===== config.mk =====
export PLATFORM = sky130hd
export DESIGN_NAME = fetch_unit
export DESIGN_NICKNAME = d
export VERILOG_FILES = /design/src/rtl/fetch_unit.sv
export SDC_FILE = /design/constraint.sdc
export NUM_CORES = 1
export LEC_CHECK = 0
export BUFFER_PORTS_ARGS = -buffer_cell sky130_fd_sc_hd__buf_2
export CORE_MARGIN = 3
export CORE_UTILIZATION = 49
export DETAILED_ROUTE_END_ITERATION = 12
export GPL_ROUTABILITY_DRIVEN = 0
export PLACE_DENSITY = 0.89
export SLEW_MARGIN = 0
export SYNTH_ARGS = -nofsm -noshare
export SYNTH_HDL_FRONTEND = slang
export SYNTH_SLANG_ARGS = --single-unit

===== constraint.sdc =====
create_clock -name clock -period 6.5 [get_ports clock]
set_input_delay 0.325 -clock clock [delete_from_list [all_inputs] [get_ports clock]]
set_output_delay 0.325 -clock clock [all_outputs]
set_load 0.1 [all_outputs]

===== src/rtl/fetch_unit.sv =====
// Instruction-fetch stage: owns the PC, drives a 1-cycle synchronous imem, feeds F/D; stall holds, redirect squashes.
// Optional j/jal steering in fetch when FETCH_JUMP_PREDICT_EN is defined; otherwise jumpPredicted is tied low.
module fetch_unit #(
  parameter int          PC_W     = 12,
  parameter logic [31:0] NOP_INST = 32'h00000000
) (
  input  logic            clock,
  input  logic            reset,
  input  logic            stall,
  input  logic            redirect,
  input  logic [PC_W-1:0] redirectPc,
  output logic [PC_W-1:0] imemAddr,
  input  logic [31:0]     imemData,
  output logic [31:0]     inst,
  output logic            instValid,
  output logic [PC_W-1:0] seqNextPc,
  output logic            fdEnable,
  output logic            jumpPredicted
);

  typedef enum logic [1:0] {
    S_BOOT = 2'd0,
    S_RUN  = 2'd1,
    S_HOLD = 2'd2
  } state_t;

  localparam logic [PC_W-1:0] PC_ONE = {{(PC_W-1){1'b0}}, 1'b1};

  state_t          r_state;
  state_t          w_state_nxt;
  logic [PC_W-1:0] r_pc;
  logic [PC_W-1:0] r_out_pc;
  logic [PC_W-1:0] w_pc_nxt;
  logic [PC_W-1:0] w_out_pc_nxt;

`ifdef FETCH_JUMP_PREDICT_EN
  logic            w_is_jump;
  logic [PC_W-1:0] w_jump_tgt;

  assign w_is_jump  = (imemData[31:27] == 5'b00001) || (imemData[31:27] == 5'b00011);
  assign w_jump_tgt = imemData[PC_W-1:0];
`endif

  always_ff @(posedge clock) begin
    if (reset) begin
      r_state  <= S_BOOT;
      r_pc     <= '0;
      r_out_pc <= '0;
    end else begin
      r_state  <= w_state_nxt;
      r_pc     <= w_pc_nxt;
      r_out_pc <= w_out_pc_nxt;
    end
  end

  always_comb begin
    w_state_nxt   = r_state;
    w_pc_nxt      = r_pc;
    w_out_pc_nxt  = r_out_pc;
    imemAddr      = r_pc;
    inst          = NOP_INST;
    instValid     = 1'b0;
    jumpPredicted = 1'b0;

    if (redirect) begin
      // Wrong-path word on imemData is squashed; target is fetched this cycle.
      imemAddr     = redirectPc;
      w_out_pc_nxt = redirectPc;
      w_pc_nxt     = redirectPc + PC_ONE;
      w_state_nxt  = S_RUN;
    end else begin
      case (r_state)
        S_BOOT: begin
          w_out_pc_nxt = r_pc;
          w_pc_nxt     = r_pc + PC_ONE;
          w_state_nxt  = S_RUN;
        end
        default: begin
          inst      = imemData;
          instValid = 1'b1;
          if (stall) begin
            // Re-read the presented word so it is still on imemData after release.
            imemAddr    = r_out_pc;
            w_state_nxt = S_HOLD;
          end
`ifdef FETCH_JUMP_PREDICT_EN
          else if (w_is_jump) begin
            imemAddr      = w_jump_tgt;
            w_out_pc_nxt  = w_jump_tgt;
            w_pc_nxt      = w_jump_tgt + PC_ONE;
            jumpPredicted = 1'b1;
            w_state_nxt   = S_RUN;
          end
`endif
          else begin
            imemAddr     = r_pc;
            w_out_pc_nxt = r_pc;
            w_pc_nxt     = r_pc + PC_ONE;
            w_state_nxt  = S_RUN;
          end
        end
      endcase
    end
  end

  assign seqNextPc = r_out_pc + PC_ONE;
  assign fdEnable  = ~stall | redirect;

endmodule


* Yosys cells after proc, flatten, opt, wreduce, memory -nomap -nowiden *
Index checks and enable logic that the tools add are counted.

storage, ports and cells
  bits of input ports = 48
  register bits = 26
  output and inout port bits = 59

cells by class
  reductions and logical operators = 2
  bitwise gates (word level) = 2
  add/sub/neg operators = 3
  equality and inequality tests = 1
  mux-type cells = 13

operator list
  kind                                                                     number
  12-bit two-way mux                                                       6
  32-bit two-way mux                                                       2
  12-bit by 1-bit adder with 12-bit output, second input constant          3
  1-bit two-way mux                                                        4
  3-bit by 1-bit inequality test with 1-bit output, second input constant  1
  3-bit OR reduction                                                       1
  2-bit zero test                                                          1
  2-bit two-way mux                                                        1
  1-bit inverter                                                           1
  1-bit OR                                                                 1

* Logic depth before layout (Yosys ltp) *
  word-level depth = 4
  depth in mapped cells = 11
  depth with buffers taken out = 7

* Least setup slack after synthesis *
OpenSTA, ideal clock, no wires.

  kind = reg2reg
  start = reg r_state[1]
  end = reg r_out_pc[10]
  required time = 6.425 ns
  stages on the path, launching flop included = 7
  arrival time = 3.556 ns
  library setup time = 0.075 ns
  slack = 2.869 ns
  clock period less this slack = 3.631 ns
  buffers on the path = 2
  cells stage by stage = dfxtp_1 o21a_1 clkbuf_1 buf_2 mux2i_1 o21ai_0 nor2b_1

on the way
  longest elaborated chain between the ends = 3

RTL lines
  element                 line  RTL
  from (decl)             29    state_t r_state;
  from (signal assigned)  50    r_state <= w_state_nxt;
  2-bit zero test         -
  12-bit two-way mux      72    case (r_state)
  12-bit two-way mux      -
  net imemAddr[10]        12    output logic [PC_W-1:0] imemAddr,
  to (signal assigned)    52    r_out_pc <= w_out_pc_nxt;
  to (decl)               32    logic [PC_W-1:0] r_out_pc;

The timed path passes the listed nets, and every way through them passes these cells.
A chain may end at the register's enable or synchronous reset.

* Final worst setup path *
  start = in redirect
  end = reg r_pc[11]

on the way
  longest elaborated chain between the ends = 1
  elaborated cells on any way between the ends = 2
  those cells by class = 1 x eq/ne; 1 x mux

RTL lines
  element                                                                                           line  RTL
  from (decl)                                                                                       10    input logic redirect,
  3-bit by 1-bit inequality test with 1-bit output (no line) or 12-bit two-way mux (tied branches)  -
  to (signal assigned)                                                                              51    r_pc <= w_pc_nxt;
  to (decl)                                                                                         31    logic [PC_W-1:0] r_pc;

Parallel ways exist; a longest one is shown, timed or not.

==> flow_metrics.py <==
metrics = {
    "worst_setup_path": {
        "critPathBufInv": 1,
        "critical_path_class": "in2reg",
        "path_cells": "buf_2 -> nand3_1 -> a222oi_1 -> o21ai_2 -> or4b_1 -> o311ai_1",
        "slowest_stage": "a222oi_1",
        "max_stage_delay_ns": 0.81,
        "startpoint_type": "primary input",
        "endpoint_kind": "register",
        "critical_path.top_delay_family": "compound AO/OA/AOI/OAI gates",
        "worstPathArrival_ns": 2.79,
        "required_ns": 6.67,
        "path_max_fanout": 54,
    },
    "cells_and_area": {
        "nets": 402,
        "stdcell_count": 399,
        "multiInputGateArea_um2": 1360,
        "fill_cells": 324,
        "antennaDiodeCount": 0,
        "area_growth_pct": 30.2,
        "drive_above_1_share": 0.328,
        "seqCellArea_um2": 520,
    },
    "sta": {
        "max-slew-margin-rel": 0.421,
        "min_period_ns": 2.61,
        "report.final.slew_viol_count": 0,
        "tns_ns": 0,
        "worstMarginPinSlew_ns": 0.868,
        "fin_hold_ws_ns": 0.348,
        "skew_ns": 0.00764,
        "final-setup-viol-count": 0,
        "layout_setup_ws_ns": 3.89,
        "period_share": 0.402,
        "finalHoldViolCount": 0,
        "rsz0062_at_grt": "no",
        "clock.fmax_mhz": 382,
    },
    "floorplan": {
        "rows": 22,
        "die_h_um": 69.4,
        "die_w_um": 69.4,
        "io_pins": 107,
        "start_util": 0.522,
        "core_um2": 3770,
        "die_area_um2": 4810,
    },
    "clock_network": {
        "htreeDepth": 1,
        "ctsResizeCount": 0,
        "cts_tree": "done",
        "cts_setup_buffers": 0,
        "path_clk_slew_ns": 0.10,
        "numCtsBuffers": 3,
        "clock_path_buffers": 2,
        "cts.sinks": 26,
        "hold_buffers": 0,
        "clock_latency_ns": 0.27,
        "cts-root-buf": "clkbuf_8",
    },
    "logic_synthesis": {
        "ys.flop_type": "dfxtp_1",
        "yosys_warnings": 0,
        "synth_edf_count": 0,
        "synth_area_per_cell_um2": 7.69,
        "synth_top_area_share": 0.264,
        "syn-num-nets": 306,
        "yosysMostFrequentCell": "and2_1",
        "async_flop_share": 0,
        "yosys.area.top_type": "dfxtp_1",
        "yosys_register_bits": 26,
        "synthCells": 256,
        "synth_common_cells": "and2_1, dfxtp_1, nand2_1",
        "synth.area.top_cells": "dfxtp_1, and2_1, xnor2_1",
        "yosysUniqueCellTypes": 49,
        "seq_area_frac_synth": 0.264,
        "syn_area_um2": 1970,
    },
    "run": {
        "max-cap-violations": 0,
    },
    "routing": {
        "ant_nets": 0,
        "num_vias": 2145,
        "wl_per_cell_um": 13.5,
        "drt_wl_total_mm": 5.38,
        "drt_pass1_iterations": 6,
        "viasPerCell": 5.38,
        "drc_errors": 0,
        "first_iter_violations": 152,
    },
    "global_route": {
        "first_global_vias": 2027,
        "grt_first_pass_wirelength_mm": 8.83,
        "grt_max_degree": 55,
        "grt_use_total": 0.217,
        "antenna_found_initial": 0,
        "grt_overflow": 0,
    },
    "run_status": {
        "outcome": "complete, no violations",
    },
    "placed_design": {
        "dp_hpwl_mm": 4.29,
        "port_buffers": 105,
        "dp_worst_setup_slack_ns": 3.61,
        "dp.cells": 395,
    },
    "pwr": {
        "clkPwrFrac": 0.227,
        "intPower_mw": 0.308,
        "p_sw_mw": 0.281,
        "power_frac_comb": 0.458,
        "p_leak_nw": 1.27,
        "swShare": 0.477,
        "seqPwrFrac": 0.315,
        "ir_drop_mv": 0.0982,
        "p_per_area_nw_per_um2": 230,
    },
    "min_path": {
        "hp-class": "in2reg",
    },
}
-- metrics by stage --
| stage | power (mW) | util | instance area (µm²) |
|---|---|---|---|
| 6_report | 0.589 | 0.679 | 2560 |
| 5_1_grt | 0.613 | 0.679 | 2560 |
| 4_1_cts | 0.593 | 0.679 | 2560 |
| 3_5_place_dp | 0.459 | 0.661 | 2490 |
| 3_3_place_gp | 0.455 | 0.661 | 2490 |
| 2_1_floorplan | 0.411 | - | 1970 |
-- power groups by stage --
| stage | clock, mW | combinational, mW | sequential (mW) |
|---|---|---|---|
| after floorplan | 0 | 0.227 | 0.184 |
| after global placement | 0 | 0.268 | 0.188 |
| after detailed placement | 0 | 0.270 | 0.188 |
| after CTS | 0.138 | 0.271 | 0.185 |
| after global routing | 0.143 | 0.283 | 0.187 |
| final | 0.134 | 0.270 | 0.185 |
-- cells in the final DEF (no fill, tap or decap), types with 2 or more instances in the layout --
cell type,Yosys,layout
clkbuf_8,0,3
a21boi_0,2,2
nor2b_1,13,13
and2_1,33,33
nand3b_4,2,2
ha_1,2,2
nor2_1,16,16
inv_1,5,5
nand3_1,12,12
nand4b_1,2,2
xor2_1,9,9
a31oi_1,2,2
nor3b_1,2,2
xnor2_1,14,14
buf_2,2,105
a211oi_1,9,9
a21oi_1,8,8
and3_1,2,2
mux2i_1,10,10
dfxtp_1,26,26
a21o_1,2,2
nand2_1,25,25
nor3_1,3,3
o21ai_0,15,15
nor4_1,2,2
nand4_1,5,5
-- cells by family after synthesis --
family / count (synthesis) / synth area share
simple gates: 121 / 0.346
xor+xnor: 23 / 0.102
other cells: 1 / 0.00191
fa+ha+maj: 2 / 0.0127
flops: 26 / 0.264
compound gates: 51 / 0.169
buf+inv: 21 / 0.0470
mux: 11 / 0.0566
-- path summary, 6_finish.rpt --
| kind | from | to | slack [ns] | cells past startpoint |
|---|---|---|---|---|
| setup reg to reg | r_pc[2] | r_pc[11] | 4.30 | 5 |
| hold reg to reg | r_pc[11] | r_pc[11] | 0.56 | 2 |
| setup / recovery | redirect | r_pc[11] | 3.89 | 6 |
| hold / removal | stall | r_state[0] | 0.35 | 2 |
-- area by class of cell --
type / instances / share of cell area
Tap cell: 48 / 0.0234
Timing Repair Buffer: 106 / 0.208
Clock buffer: 3 / 0.0161
Clock inverter: 1 / 0.0117
Multi-Input combinational cell: 209 / 0.529
Inverter: 6 / 0.00879
Sequential cell: 26 / 0.203
-- state kept, by name, indices dropped and copies added (netlist names) --
signal,flops
r_state,2
r_out_pc,12
r_pc,12
-- metal layers --
metal,up-vias,track usage,routed length [µm],part of all wire
li1,1081,-,-,-
met4,0,0.0738,52,0.0097
met2,102,0.409,2800,0.52
met1,958,0.244,2060,0.38
met3,4,0.0362,468,0.087
met5,-,0,0,0
-- worst reg2reg max path, stage by stage (launching register included) --
cell and delay (ns):
dfxtp_1 0.46, nand3b_4 0.12, a222oi_1 0.77, o21ai_2 0.13
or4b_1 0.53, o311ai_1 0.10
(Power assumes the default switching activity.)
